File: src/rtl/fetch_stage_pkg.sv
// Shared constants for the MIPS fetch stage.
// Opcodes, functs and reset/flush words.
package fetch_stage_pkg;
  localparam logic [5:0] OP_R_TYPE = 6'h00;
  localparam logic [5:0] OP_J = 6'h02;
  localparam logic [5:0] OP_JAL = 6'h03;
  localparam logic [5:0] OP_BEQ = 6'h04;
  localparam logic [5:0] OP_BNE = 6'h05;
  localparam logic [5:0] FUNCT_JR = 6'h08;

  localparam logic [31:0] PC_RESET_DEF = 32'h0040_0000;
  localparam logic [31:0] NOP_WORD_DEF = 32'h0000_0000;

  typedef enum logic [1:0] {
    SEL_PC4,
    SEL_BR,
    SEL_J,
    SEL_JR
  } pc_sel_e;
endpackage

File: src/rtl/fetch_stage_pipe_reg.sv
// Generic pipeline register with sync reset,
// enable and a clear that wins over enable.
module pipe_reg #(
  parameter int W = 32,
  parameter logic [W-1:0] RST_VAL = '0
) (
  input  logic         clk,
  input  logic         reset,
  input  logic         en,
  input  logic         clr,
  input  logic [W-1:0] d,
  output logic [W-1:0] q
);
  logic [W-1:0] q_d;
  logic [W-1:0] q_q;

  always_comb begin
    q_d = q_q;
    if (clr) q_d = RST_VAL;
    else if (en) q_d = d;
  end

  always_ff @(posedge clk) begin
    if (reset) q_q <= RST_VAL;
    else q_q <= q_d;
  end

  assign q = q_q;
endmodule

File: src/rtl/fetch_stage.sv
// IF stage: PC register, next-PC select and
// the IF/ID pipeline register with stall/flush.
module fetch_stage
  import fetch_stage_pkg::*;
#(
  parameter int DATA_WIDTH = 32,
  parameter logic [DATA_WIDTH-1:0] PC_RESET = PC_RESET_DEF,
  parameter logic [DATA_WIDTH-1:0] NOP_WORD = NOP_WORD_DEF
) (
  input  logic                  clk,
  input  logic                  reset,
  input  logic [DATA_WIDTH-1:0] Instruction,
  input  logic                  Stall,
  input  logic                  J,
  input  logic                  Jr,
  input  logic                  BranchEQ,
  input  logic                  BranchNE,
  input  logic                  Zero,
  input  logic [DATA_WIDTH-1:0] JrAddr,
  output logic [DATA_WIDTH-1:0] PC,
  output logic [DATA_WIDTH-1:0] IFID_Instruction,
  output logic [DATA_WIDTH-1:0] IFID_PC4,
  output logic                  IFID_Valid,
  output logic [5:0]            OP,
  output logic [5:0]            Funct,
  output logic                  Redirect,
  output logic                  AddrError
);
  localparam int DW = DATA_WIDTH;

  logic [DW-1:0] pc_q, pc_d, pc4;
  logic [DW-1:0] imm_ext, br_tgt, j_tgt, jr_tgt;
  logic [DW-1:0] ifid_instr_q, ifid_pc4_q;
  logic          ifid_valid_q;
  logic [DW:0]   ifid_iv_d, ifid_iv_q;
  logic          br_hit, taken;
  logic          aerr_d, aerr_q;
  pc_sel_e       sel;

  always_comb begin
    pc4 = pc_q + DW'(4);
    imm_ext = {{(DW-16){ifid_instr_q[15]}},
               ifid_instr_q[15:0]};
    br_tgt = ifid_pc4_q + (imm_ext << 2);
    j_tgt = {ifid_pc4_q[DW-1:DW-4],
             ifid_instr_q[25:0], 2'b00};
    jr_tgt = {JrAddr[DW-1:2], 2'b00};
    br_hit = (BranchEQ & Zero) | (BranchNE & ~Zero);
    // An injected NOP or a stalled cycle never redirects.
    taken = ~Stall & ifid_valid_q & (Jr | J | br_hit);
    aerr_d = taken & Jr & (|JrAddr[1:0]);
    sel = SEL_PC4;
    if (taken) begin
      if (Jr) sel = SEL_JR;
      else if (J) sel = SEL_J;
      else sel = SEL_BR;
    end
    pc_d = pc4;
    unique case (sel)
      SEL_JR:  pc_d = jr_tgt;
      SEL_J:   pc_d = j_tgt;
      SEL_BR:  pc_d = br_tgt;
      default: pc_d = pc4;
    endcase
  end

  assign ifid_iv_d = {Instruction, 1'b1};

  pipe_reg #(.W(DW), .RST_VAL(PC_RESET)) u_pc (
    .clk(clk), .reset(reset), .en(~Stall),
    .clr(1'b0), .d(pc_d), .q(pc_q)
  );

  pipe_reg #(.W(DW + 1), .RST_VAL({NOP_WORD, 1'b0})) u_ifid_iv (
    .clk(clk), .reset(reset), .en(~Stall),
    .clr(taken), .d(ifid_iv_d), .q(ifid_iv_q)
  );

  // PC4 still advances on a flush; only the word is squashed.
  pipe_reg #(.W(DW), .RST_VAL('0)) u_ifid_pc4 (
    .clk(clk), .reset(reset), .en(~Stall),
    .clr(1'b0), .d(pc4), .q(ifid_pc4_q)
  );

  pipe_reg #(.W(1), .RST_VAL(1'b0)) u_aerr (
    .clk(clk), .reset(reset), .en(1'b1),
    .clr(1'b0), .d(aerr_d), .q(aerr_q)
  );

  assign {ifid_instr_q, ifid_valid_q} = ifid_iv_q;
  assign PC = pc_q;
  assign IFID_Instruction = ifid_instr_q;
  assign IFID_PC4 = ifid_pc4_q;
  assign IFID_Valid = ifid_valid_q;
  assign OP = ifid_instr_q[31:26];
  assign Funct = ifid_instr_q[5:0];
  assign Redirect = taken;
  assign AddrError = aerr_q;
endmodule
File: config.mk
export PLATFORM = sky130hd
export DESIGN_NAME = fetch_stage
export DESIGN_NICKNAME = d
export VERILOG_FILES = /design/src/rtl/fetch_stage_pkg.sv /design/src/rtl/fetch_stage_pipe_reg.sv /design/src/rtl/fetch_stage.sv
export SDC_FILE = /design/constraint.sdc
export NUM_CORES = 1
export LEC_CHECK = 0
export BUFFER_PORTS_ARGS = -buffer_cell sky130_fd_sc_hd__buf_2
export CELL_PAD_IN_SITES_DETAIL_PLACEMENT = 1
export CELL_PAD_IN_SITES_GLOBAL_PLACEMENT = 1
export CORE_UTILIZATION = 39
export DETAILED_ROUTE_END_ITERATION = 8
export PLACE_DENSITY = 0.8
export RECOVER_POWER = 25
export SYNTH_ARGS = -nofsm -noshare
export SYNTH_HDL_FRONTEND = slang
export SYNTH_HIERARCHICAL = 1
export SYNTH_SLANG_ARGS = --single-unit
File: constraint.sdc
create_clock -name clk -period 3.6 [get_ports clk]
set_input_delay 0.72 -clock clk [delete_from_list [all_inputs] [get_ports clk]]
set_output_delay 0.72 -clock clk [all_outputs]
set_load 0.02 [all_outputs]
==> impl_metrics.ini, run 1 <==
[cts]
post-cts-setup-buffer-count = 0
clk_latency_ns = 0.36
cts_tree = yes
cts_resized = 0
htreeDepth = 3
cts_sinks = 98
holdBufCountCts = 0
cts.root.buffer_cell = clkbuf_16
cts-buffers-inserted = 9
clk_pin_slew_worst_paths_ns = 0.07
clk_path_buf_depth = 2

[timing]
rsz0062_at_grt = false
max_freq_ghz = 0.315
tns_ns = 0
skew_ns = 0.00848
maxSlewHeadroom_pct = 9.88
tightest_slew_ns = 1.35
setup_ws_ns = 0.428
setup_violations = 0
post-route-period-util_pct = 88.1
final.min_clock_period_ns = 3.17
final_max_slew_viol_count = 0
hold_viol_final = 0

[floorplan]
rows = 47
start_util_pct = 40.3
fp.dieW_um = 134
core_mm2 = 0.0168
num_io_pins = 183
die_area_mm2 = 0.0178
die_y_um = 134

[global_route]
grt_antenna_before_repair = 0
grt_overflow_total = 0
grt_pass1_vias = 6759
grtUsageTotal_pct = 26.7
grt_pass1_wl_um = 37200
grt_max_degree = 50

[placement]
io_buffers = 182
place_ws_ns = 0.653
globalplace.congestion = 0.961
hpwl_um = 17700

[yosys]
ys.flop_type = dfxtp_1
yosysWarnings = 6
syn-cell-area_mm2 = 0.00675
syn_avg_cell_area_um2 = 8.45
ys_seq_area_share_pct = 29.1
ys_types = 69
synth-seq-cells = 98
postSynthCellCount = 799
synthArstFlopShare_pct = 0
synth_edf_count = 0

[drt]
firstDrtPassIters = 5
wl_um = 23500
ant_nets = 0
met1Wirelength_um = 10500
routed.top_layer = met4
wl_met2_um = 11000
first_iter_violations = 347
wl_met3_um = 1480
vias = 6712
wl_per_cell_um = 20.0
vias_per_cell = 5.70
drc = 0

[critical_path]
end_kind = flop
crit_path_cell_trace = buf_2 > clkbuf_1 > clkinv_1 > buf_4 > nand2_1 > o22ai_1 > a221oi_1 > mux2i_1 > nor2_1
worst_path_largest_cell_delay_ns = 1.02
cp_max_fo = 20
critical_path_class = primary input to flop
arrival_ns = 3.45
worst_path_max_delay_cell = clkbuf_1
cp-start-kind = primary input
required_ns = 3.88

[pwr]
leakage_uw = 0.00354
finalPower_uw = 2580
power.density_mw_per_mm2 = 328
ir_drop_mv = 0.220

[cells_and_area]
drive_gt1_share_pct = 19.5
fin_nets = 1056
fill_cells = 2125
syn_to_final_growth_pct = 16.4
antenna_cells = 0

[status]
status = finished, final reports clean

[worst_hold_path]
min_path_type = flop to flop

[job]
drv_cap = 0
## report_power, final
group          internal (uW)  total (uW)  switching (uW)
sequential              1110        1150            37.1
clock                    557        1020             461
combinational            156         414             258
total                   1820        2580             756
## critical path: cells and delay by family
kind / cells / cell delay (ns)
muxes: 1 / 0.12
AOI/OAI and AO/OA: 2 / 0.53
and+or+nand+nor: 2 / 0.37
buffers and inverters: 4 / 1.71
## synthesized netlist by cell type (all sizes together), types with 2 or more instances
cell type    n  area [um^2]
a31oi        5         31.3
a21bo        2         20.0
a21oi       48          248
conb         2         7.51
nor3         9         66.3
ha          30          375
and2         2         12.5
a31o         2         17.5
a41oi        3         45.1
o211ai       5         42.5
a21o         7         56.3
buf         48          387
nor2       144          541
nand3       19         95.1
or2          4         25.0
o21bai       6         45.0
o21ai       39          199
a221o        2         20.0
clkinv       2         7.51
a21boi       3         22.5
a22oi       10         75.1
a221oi       9         78.8
mux2i      105         1050
inv         12         45.0
nand2b       2         12.5
a211o        2         17.5
nor2b        3         18.8
nor4         3         31.3
xnor2       29          254
and4         6         55.1
o221ai       3         26.3
xor2        25          219
o22ai       10         62.6
nand4       16          100
and3         8         51.3
a211oi       8         65.1
nand2       41          156
dfxtp       98         1960
clkbuf      12         66.3
o21a         5         37.5
## sequential cells by signal (all words and copies together), names as in the netlist
| register | count |
|---|---|
| u_ifid_iv/q | 33 |
| u_ifid_pc4/q | 32 |
| u_aerr/q | 1 |
| u_pc/q | 32 |
## layer usage
metal  vias up  track usage [%]
li1       3147                -
met1      3252             34.2
met2       279             45.5
met3        34             4.22
met4         0             8.65
met5         -                0
## cell families (layout without fill, tap and decap cells)
family,count (synthesis),after routing,synth area share (%)
compound gates,176,176,17.4
xor+xnor,54,54,7.01
fa+ha+maj,31,31,5.86
buf+inv,74,229,7.49
flops,98,98,29.1
mux,105,105,15.6
other cells,2,5,0.111
simple gates,259,259,17.5
## worst paths after layout
path         slack, ns  depth (start not counted)        endpoint      startpoint
max               0.43                          9      u_pc/q[20]              Jr
min               0.54                          2  u_ifid_iv/q[0]  u_ifid_iv/q[0]
max reg2reg       0.59                         10      u_pc/q[22]  u_ifid_iv/q[1]
min reg2reg       0.54                          2  u_ifid_iv/q[0]  u_ifid_iv/q[0]
## placed cells by master (no fill, tap or decap), types with 25 or more instances in the layout
cell and n:
dfxtp_1 98, buf_2 132, xor2_1 25, xnor2_1 29, clkbuf_1 52, o21ai_0 38
a21oi_1 46, mux2i_1 105, nand2_1 40, ha_1 30, nor2_1 144
## layout make-up
| class | instances | area (um^2) | area share, % |
|---|---|---|---|
| multi-input combinational | 630 | 4300 | 54.6 |
| clock inverter | 4 | 51.3 | 0.653 |
| tap | 220 | 275 | 3.50 |
| clock buffer | 11 | 243 | 3.09 |
| timing repair buffer | 200 | 980 | 12.5 |
| sequential | 98 | 1960 | 25.0 |
| inverter | 14 | 55.1 | 0.700 |
## metrics by stage
step / utilization, % / cells / hold slack, ns / instance area [um^2]
after detailed placement: 45.5 / 1162 / 0.509 / 7630
after CTS: 47.3 / 1177 / 0.533 / 7930
after global placement: 45.5 / 1162 / 0.490 / 7630
final: 46.9 / 1177 / 0.536 / 7860
after global routing: 46.9 / 1177 / 0.556 / 7860
after floorplan: - / 802 / 0.591 / 6760
Power figures use the tool's default switching activity.
==> run 2: changes to the inputs <==
==> constraint.sdc (replaced) <==
create_clock -name clk -period 3.6 [get_ports clk]
set_input_delay 0.72 -clock clk [delete_from_list [all_inputs] [get_ports clk]]
set_output_delay 0.72 -clock clk [all_outputs]
set_load 0.1 [all_outputs]
==> run 2 against run 1 <==
The flow now finishes with violations (capacitance limit, slew limit). Fmax increased by 5.8%. Clock skew decreased by 0.0027 ns. Cell count decreased by 0.34%. Critical endpoint is now u_pc/q[22]. Highest routed layer unchanged.
==> impl_metrics.ini, run 2 (synthesis gave the netlist of run 1 again) <==
[timing]
rsz0062_at_grt = false
final.min_clock_period_ns = 3.00
skew_ns = 0.00577
setup_violations = 0
post-route-period-util_pct = 83.2
final_max_slew_viol_count = 43
tns_ns = 0
whs_ns = 0.529
max_freq_ghz = 0.334
hold_viol_final = 0
tightest_slew_ns = 1.51
maxSlewHeadroom_pct = -0.412

[drt]
firstDrtPassIters = 5
vias = 6597
first_iter_violations = 307
vias_per_cell = 5.62
wl_per_cell_um = 19.8
wl_um = 23200
drc = 0
ant_nets = 0

[cells_and_area]
antenna_cells = 0
mostFrequentLayoutCells = 144 x nor2_1, 141 x buf_2, 105 x mux2i_1
syn_to_final_growth_pct = 15.8
final_common_cell = nor2_1
drive_gt1_share_pct = 20.1
fin_nets = 1053
largest_register_ffs = 33

[cts]
cts_resized = 0
post-cts-setup-buffer-count = 0
clk_latency_ns = 0.35
htreeDepth = 3
cts-buffers-inserted = 9
cts_sinks = 98
clk_pin_slew_worst_paths_ns = 0.07
holdBufCountCts = 0
cts_tree = yes
cts.root.buffer_cell = clkbuf_16
clk_path_buf_depth = 2

[global_route]
grt_pass1_wl_um = 37300
grtUsageTotal_pct = 26.6
use_met2_pct = 44.2
grt_overflow_total = 0
grt_pass1_vias = 6851
busiest_layer = met2
grt_use_met1_pct = 34.2
grt_antenna_before_repair = 0
grt_max_degree = 56
grtUsageMet3_pct = 5.94

[critical_path]
required_ns = 3.84
cp_max_fo = 5
reg2reg_to = u_pc/q[22]
arrival_ns = 3.24
end_kind = flop
r2r-start = u_ifid_iv/q[1]
cp-start-kind = flop
critical_path_class = flop to flop
rr_worst_depth = 10
reg2reg_slack_ns = 0.60

[pwr]
ir_drop_mv = 0.284
leakage_uw = 0.00354
power.density_mw_per_mm2 = 347

[worst_hold_path]
min_path_type = flop to flop
hp-start = u_ifid_iv/q[31]
holdPathEnd = u_ifid_iv/q[31]
min_path_cells = 2

[floorplan]
start_util_pct = 40.3
die_area_mm2 = 0.0178
num_io_pins = 183
fp.dieW_um = 134
die_y_um = 134
rows = 47
core_mm2 = 0.0168

[job]
drv_cap = 1

[placement]
hpwl_um = 17600
globalplace.congestion = 0.922
io_buffers = 182

[status]
violations = capacitance limit, slew limit
status = finished, violations left
==> run 2: worst max-delay path by stage <==
stage	from	endpoint	slack, ns	cells after the start
after floorplan	u_ifid_iv/q[0]	Redirect	0.15	4
after detailed placement	u_ifid_iv/q[1]	u_pc/q[22]	0.64	10
after CTS	u_ifid_iv/q[1]	u_pc/q[22]	0.61	10
after global routing	u_ifid_iv/q[1]	u_pc/q[30]	0.41	11
final	u_ifid_iv/q[1]	u_pc/q[22]	0.60	10
after global placement	u_ifid_iv/q[1]	u_pc/q[22]	0.72	10
==> run 2: metal layers <==
layer | share of wire [%] | vias to the layer above
met5 | 0 | -
met4 | 2.1 | 0
met3 | 6.6 | 34
met2 | 47 | 235
met1 | 45 | 3182
li1 | - | 3146
==> run 2: stage by stage <==
stage / std cells / setup WS, ns / total power, uW / area, um^2 / util [%]
floorplan: 802 / 0.150 / 1680 / 6760 / -
finish: 1173 / 0.603 / 2710 / 7820 / 46.6
global route: 1173 / 0.414 / 2810 / 7820 / 46.6
CTS: 1173 / 0.614 / 2730 / 7870 / 47.0
detailed placement: 1159 / 0.641 / 1810 / 7610 / 45.4
global placement: 1159 / 0.717 / 1800 / 7610 / 45.4
==> run 2: layout make-up <==
| class | count | area, um^2 |
|---|---|---|
| Clock buffer | 12 | 246 |
| Clock inverter | 2 | 15.0 |
| Fill cell | 2083 | 8940 |
| Inverter | 14 | 53.8 |
| Multi-Input combinational cell | 630 | 4300 |
| Sequential cell | 98 | 1960 |
| Tap cell | 220 | 275 |
| Timing Repair Buffer | 197 | 970 |
==> run 2: where the power goes <==
group / internal (uW) / switching [uW]
Combinational: 158 / 480
Sequential: 1110 / 36.6
Clock: 482 / 442
Total: 1750 / 958
==> run 2: worst max-delay path: stages, from the launching register on <==
cell,delay (ns)
dfxtp_1,0.35
ha_1,0.23
fa_1,0.44
a211oi_2,0.27
o21bai_1,0.15
o21a_1,0.27
a31o_2,0.33
a41oi_1,0.25
xor2_1,0.19
o22ai_1,0.10
a211o_1,0.31
